===== src/rtl/sort_bank_pkg.sv =====
// Shared constants and state encoding for the sort_bank key sorter.
package sort_bank_pkg;

    localparam int unsigned KEY_W   = 4;
    localparam int unsigned NSLOT   = 8;
    localparam int unsigned PHASES  = 8;
    localparam int unsigned ADDR_W  = 3;
    localparam int unsigned PHASE_W = 3;

    typedef enum logic [1:0] {
        IDLE = 2'd0,
        SORT = 2'd1,
        DONE = 2'd2
    } state_t;

endpackage


===== src/rtl/cmp_swap.sv =====
// Compare-exchange element: lo goes to the lower slot, hi to the upper slot.
module cmp_swap #(
    parameter int unsigned WIDTH   = 4,
    parameter bit          DESCEND = 1'b0
) (
    input  logic [WIDTH-1:0] a,
    input  logic [WIDTH-1:0] b,
    output logic [WIDTH-1:0] lo,
    output logic [WIDTH-1:0] hi
);

    logic swap_c;

    // Strict compare so equal keys never move.
    always_comb begin
        swap_c = DESCEND ? (a < b) : (a > b);
        lo     = swap_c ? b : a;
        hi     = swap_c ? a : b;
    end

endmodule


===== src/rtl/sort_bank.sv =====
// Eight-slot key bank sorted in place by an 8-phase odd-even transposition network.
module sort_bank
    import sort_bank_pkg::*;
#(
    parameter int unsigned WIDTH   = KEY_W,
    parameter bit          DESCEND = 1'b0
) (
    input  logic              clk,
    input  logic              rst,
    input  logic              wr_en,
    input  logic [ADDR_W-1:0] wr_addr,
    input  logic [WIDTH-1:0]  wr_data,
    input  logic              start,
    output logic              busy,
    output logic              done,
    output logic              sorted,
    output logic [WIDTH-1:0]  zero,
    output logic [WIDTH-1:0]  one,
    output logic [WIDTH-1:0]  two,
    output logic [WIDTH-1:0]  three,
    output logic [WIDTH-1:0]  four,
    output logic [WIDTH-1:0]  five,
    output logic [WIDTH-1:0]  six,
    output logic [WIDTH-1:0]  seven
);

    localparam logic [PHASE_W-1:0] LAST_PHASE = PHASE_W'(PHASES - 1);

    state_t               state;
    logic [PHASE_W-1:0]   phase;
    logic [WIDTH-1:0]     slot     [NSLOT];
    logic [WIDTH-1:0]     even_nxt [NSLOT];
    logic [WIDTH-1:0]     odd_nxt  [NSLOT];

    // Even phase: pairs (0,1) (2,3) (4,5) (6,7).
    for (genvar k = 0; k < NSLOT / 2; k++) begin : g_even
        cmp_swap #(.WIDTH(WIDTH), .DESCEND(DESCEND)) u_cs (
            .a  (slot[2*k]),
            .b  (slot[2*k+1]),
            .lo (even_nxt[2*k]),
            .hi (even_nxt[2*k+1])
        );
    end

    // Odd phase: pairs (1,2) (3,4) (5,6); end slots hold.
    for (genvar k = 0; k < NSLOT / 2 - 1; k++) begin : g_odd
        cmp_swap #(.WIDTH(WIDTH), .DESCEND(DESCEND)) u_cs (
            .a  (slot[2*k+1]),
            .b  (slot[2*k+2]),
            .lo (odd_nxt[2*k+1]),
            .hi (odd_nxt[2*k+2])
        );
    end

    assign odd_nxt[0]       = slot[0];
    assign odd_nxt[NSLOT-1] = slot[NSLOT-1];

    // FSM, phase counter, slot registers and write decode.
    always_ff @(posedge clk) begin
        if (rst) begin
            for (int i = 0; i < NSLOT; i++) begin
                slot[i] <= '0;
            end
            state  <= IDLE;
            phase  <= '0;
            busy   <= 1'b0;
            done   <= 1'b0;
            sorted <= 1'b0;
        end else begin
            done <= 1'b0;
            case (state)
                IDLE: begin
                    if (wr_en) begin
                        slot[wr_addr] <= wr_data;
                        sorted        <= 1'b0;
                    end
                    if (start) begin
                        state <= SORT;
                        phase <= '0;
                        busy  <= 1'b1;
                    end
                end
                SORT: begin
                    for (int i = 0; i < NSLOT; i++) begin
                        slot[i] <= phase[0] ? odd_nxt[i] : even_nxt[i];
                    end
                    phase <= phase + PHASE_W'(1);
                    if (phase == LAST_PHASE) begin
                        state  <= DONE;
                        busy   <= 1'b0;
                        done   <= 1'b1;
                        sorted <= 1'b1;
                    end
                end
                DONE: begin
                    state <= IDLE;
                end
                default: begin
                    state <= IDLE;
                    busy  <= 1'b0;
                end
            endcase
        end
    end

    assign zero  = slot[0];
    assign one   = slot[1];
    assign two   = slot[2];
    assign three = slot[3];
    assign four  = slot[4];
    assign five  = slot[5];
    assign six   = slot[6];
    assign seven = slot[7];

endmodule


===== config.mk =====
export PLATFORM = sky130hd
export DESIGN_NAME = sort_bank
export DESIGN_NICKNAME = d
export VERILOG_FILES = /design/src/rtl/sort_bank_pkg.sv /design/src/rtl/cmp_swap.sv /design/src/rtl/sort_bank.sv
export SDC_FILE = /design/constraint.sdc
export NUM_CORES = 1
export LEC_CHECK = 0
export CAP_MARGIN = 20
export CORE_AREA = 2 2 87 89
export DETAILED_ROUTE_END_ITERATION = 8
export DIE_AREA = 0 0 89 91
export GPL_ROUTABILITY_DRIVEN = 0
export GPL_TIMING_DRIVEN = 0
export HOLD_SLACK_MARGIN = 0.06
export SYNTH_ARGS = -nofsm -noshare
export SYNTH_HDL_FRONTEND = slang
export SYNTH_SLANG_ARGS = --single-unit

===== constraint.sdc =====
create_clock -name clk -period 3.1 [get_ports clk]
set_clock_uncertainty 0.15 [all_clocks]
set_input_delay 0.31 -clock clk [delete_from_list [all_inputs] [get_ports clk]]
set_output_delay 0.31 -clock clk [all_outputs]
set_load 0.02 [all_outputs]

Word-level counts from Yosys, hierarchy flattened
Memory sizes are Yosys's and may differ from the RTL's.
Cells that the tools add are included.
{"block": "totals", "n_memories": 1, "word_cells": 92, "regBits": 8, "mem_bits_rw": 32}
{"block": "op_classes", "order_cmp": 7, "n_reduce_logical": 8, "n_mux": 54, "bitwise": 10, "add_sub_neg": 1, "n_eq_ne": 6}
{"memory": "slot", "words": 8, "word_bits": 4, "read_ports": 8, "rd_ports_with_merged_regs": 0, "wr": 8, "line": "sort_bank.sv:31", "text": "logic [WIDTH-1:0] slot [NSLOT];"}
{"cell": "4-bit two-way mux", "count": 31}
{"cell": "4-bit > comparator", "count": 7}
{"cell": "1-bit two-way mux", "count": 15}
{"cell": "1-bit OR", "count": 8}
{"cell": "3-bit two-way mux", "count": 2}
{"cell": "2-bit != test, second input constant", "count": 3}
{"cell": "3-bit case mux with 2 select lines", "count": 1}
{"cell": "3-bit AND reduction", "count": 2}
{"cell": "2-bit two-way mux", "count": 2}
{"cell": "2-bit case mux with 2 select lines", "count": 1}
{"cell": "2-bit AND reduction", "count": 2}
{"cell": "4-bit OR reduction", "count": 1}
{"cell": "3-bit by 1-bit adder with 3-bit output, second input constant", "count": 1}
{"cell": "3-bit equality test, second input constant", "count": 1}
{"cell": "1-bit case mux with 3 select lines", "count": 1}
{"cell": "2-bit by 1-bit equality test with 1-bit output, second input constant", "count": 1}
{"cell": "2-bit equality test, second input constant", "count": 1}
{"cell": "2-bit zero test", "count": 1}
{"cell": "1-bit NOT", "count": 2}
{"cell": "1-bit case mux with 2 select lines", "count": 1}
{"cell": "2-bit nonzero test", "count": 1}
{"cell": "2-bit OR reduction", "count": 1}

Depth between registers and ports, before layout
{"block": "logic_depth", "ltp_word": 6, "depth_mapped": 6, "mapped_depth_nobuf": 6}

By module
A second synthesis with hierarchy kept.
{"block": "hier_totals", "hier_cells": 335, "area_unflattened_um2": 3584.7}
{"mod": "sort_bank", "instances": 1, "area_per_inst_um2": 2139.6, "cells_per_inst": 188, "seq_area_each_um2": 1121.1}
{"mod": "cmp_swap", "instances": 7, "area_per_inst_um2": 206.4, "cells_per_inst": 21, "seq_area_each_um2": 0.0}

Worst setup path before layout
Ideal clock, no wire load.
{"block": "synth_timing", "kind": "reg2reg", "start": "memory slot[2][2]", "end": "memory slot[2][0] (enable)", "path_stages_with_launch": 6, "n_path_buf": 0, "setup_slack_ns": 0.774, "arrival_time_ns": 1.913, "cell_sequence": "edfxtp_1 > ha_1 > and3b_1 > a2111oi_0 > o21ai_0 > a211o_1"}
{"element": "from (decl)", "line": "sort_bank.sv:31"}

==> impl_metrics.yaml <==
status:
  status: "finished clean"
timing:
  min_period_ps: 2708
  rsz0062_at_grt: "false"
  max_freq_mhz: 369.3
  fin_crit_sh: 0.8734
  max-slew-margin-rel: 0.5239
  setup_violations: 0
  drv_slew: 0
  worst_pin_slew_ps: 696.2
  finalSetupTns_ps: 0
  final_hold_viol_count: 0
layout:
  post-route-util: 0.4814
  fin_nets: 361
  antenna_cells: 0
  drive_gt1_frac: 0.05919
  finalInstanceArea_um2: 3436
  area_delta_synth_final_pct: 21.88
floorplan:
  die_w_um: 89
  initial_utilization: 0.3950
  rows: 31
  core_um2: 7137
  die_area_um2: 8099
  chipHeight_um: 91
  ios: 46
route:
  via_per_inst: 5.512
  drtIter0Drc: 110
  final_antenna_net_count: 0
  wl_per_cell_um: 17.90
  firstDrtPassIters: 4
  num_vias: 2315
  drc: 0
  wl_um: 7520
pwr:
  ir_drop_uv: 279.3
  p_per_area_nw_per_um2: 521.2
  p_leak_nw: 1.308
  power_mw: 1.791
setup_path:
  cp_num_buf_inv: 0
  criticalPathCategory: "reg2reg"
  ff2ff_setup_slack_ps: 390
  crit_slowest_cell: "a2111oi_0"
  crit_fanout: 5
  crit_path_cell_trace: "ha_1, and3b_1, a2111oi_0, o21ai_0, a211o_1"
  startpoint_type: "register"
  arrival_ps: 2600
  crit_start: "slot[2][2]"
  critPathMaxStageDelay_ps: 640
  r2r-start: "slot[2][2]"
  crit_family: "compound AO/OA/AOI/OAI gates"
  critPathRequiredTime_ps: 2990
  cp-end-kind: "register"
clocking:
  cts_buffer_depth: 2
  clkSinkCount: 40
  root_buffer: "clkbuf_8"
  cts_made_buffers: 5
  clock_latency_ps: 300
  tritoncts: "done"
  clkTransAtPathRegs_ps: 90
  ctsHoldBuffers: 0
  cts_max_level: 2
  post-cts-setup-buffers: 0
  ctsResizeCount: 0
global_routing:
  first_global_vias: 2226
  grt-ovfl-total: 0
  grt_pass1_wl_um: 11830
  grt_max_degree: 13
  antenna_found_initial: 0
  grt_util_all_layers: 0.1930
synth:
  synth-main-ff-cell: "edfxtp_1"
  ys_seq_elements: 40
  synth_edf_count: 32
  syn_area_per_cell_um2: 10.33
  yosysWarnings: 0
  synth_nets: 314
  ys_types: 40
  synthArstFlopShare: 0
  synthCells: 273
  seq_area_frac_synth: 0.3977
  syn_area_um2: 2819
hold_path:
  hold_class: "reg2reg"
  min_from: "phase[1]"
place:
  dpl.hpwl_um: 5614
  dpl_cell_area_um2: 3343
  port_buffers: 40
run:
  max_cap_viol_count: 0
==> layout make-up <==
class | count | area, um2
flip-flops and latches | 40 | 1121
clock inverters | 1 | 6.256
fillers | 709 | 3701
multi-input cells | 186 | 1514
inverters | 33 | 123.9
repair buffers | 40 | 400.4
clock buffers | 7 | 86.33
well taps | 99 | 123.9
plain buffers | 14 | 60.06
==> sequential cells by signal, summed over array words and instances, names as in the netlist <==
signal  count
busy        1
slot       32
phase       3
done        1
sorted      1
state       2
==> tightest hold or removal path: stages (launching register included) <==
cell and delay (ps):
dfxtp_1 340, a22oi_1 70, nor2_1 70
==> Yosys cell counts, types with 4 or more instances <==
master,instances,area share
inv_1,33,0.044
edfxtp_1,32,0.34
ha_1,30,0.13
mux2i_1,25,0.089
nor2_1,24,0.032
o2bb2ai_1,20,0.062
o21ai_0,13,0.023
clkbuf_1,10,0.013
dfxtp_1,8,0.057
nand2b_1,7,0.016
nand4_1,7,0.016
a21oi_1,6,0.011
nand2_1,5,0.0067
a211o_1,4,0.012
a22o_1,4,0.012
mux2_2,4,0.016
o31ai_1,4,0.011
==> worst paths after layout <==
| path | end | cells past startpoint |
|---|---|---|
| hold / removal | phase[1] | 2 |
| setup reg to reg | slot[2][0] | 5 |
| setup / recovery | slot[2][0] | 5 |
| hold reg to reg | phase[1] | 2 |
==> placed cells by master, fill, tap and decap left out, types with 3 or more instances in the layout <==
cell,Yosys,final
and3b_1,3,3
clkdlybuf4s50_1,0,40
mux2_2,4,4
mux2i_1,25,25
a21oi_1,6,6
edfxtp_1,32,32
o21ai_0,13,13
a22o_1,4,4
dfxtp_1,8,8
o31ai_1,4,4
inv_1,33,33
nand2_1,5,5
clkbuf_8,0,6
ha_1,30,30
clkbuf_1,10,11
a211o_1,4,4
nor2_1,24,24
buf_2,3,3
nand4_1,7,7
a211oi_1,3,3
a22oi_1,3,3
o2bb2ai_1,20,20
nand2b_1,7,7
nor2b_1,3,3
==> per-layer routing <==
metal,track usage,wire [um]
met3,0.03000,506
met5,0,0
met2,0.3047,3536
met1,0.2763,3413
met4,0.04602,63
==> power breakdown <==
group | switching (mW) | total, mW | internal, mW | leakage, nW
Sequential | 0.0980 | 0.773 | 0.675 | 0.399
Clock | 0.202 | 0.384 | 0.182 | 0.0488
Combinational | 0.344 | 0.634 | 0.290 | 0.861
Total | 0.643 | 1.79 | 1.15 | 1.31
==> kinds of logic (layout without fill, tap and decap cells) <==
family	after synthesis	after routing	synth area share
mux	29	29	0.1047
compound gates	66	66	0.1749
buf+inv	47	95	0.06525
flops	40	40	0.3977
simple gates	61	61	0.1243
fa+ha+maj	30	30	0.1332
==> stage by stage <==
stage | setup WS (ps) | hold slack [ps] | std cells
2_1_floorplan | 774.1 | 319.5 | 273
3_3_place_gp | 482.8 | 335.0 | 412
3_5_place_dp | 473.4 | 345.8 | 412
4_1_cts | 455.7 | 369.7 | 420
5_1_grt | 285.3 | 400.9 | 420
6_report | 392.3 | 365.1 | 420
(Power assumes the default switching activity.)
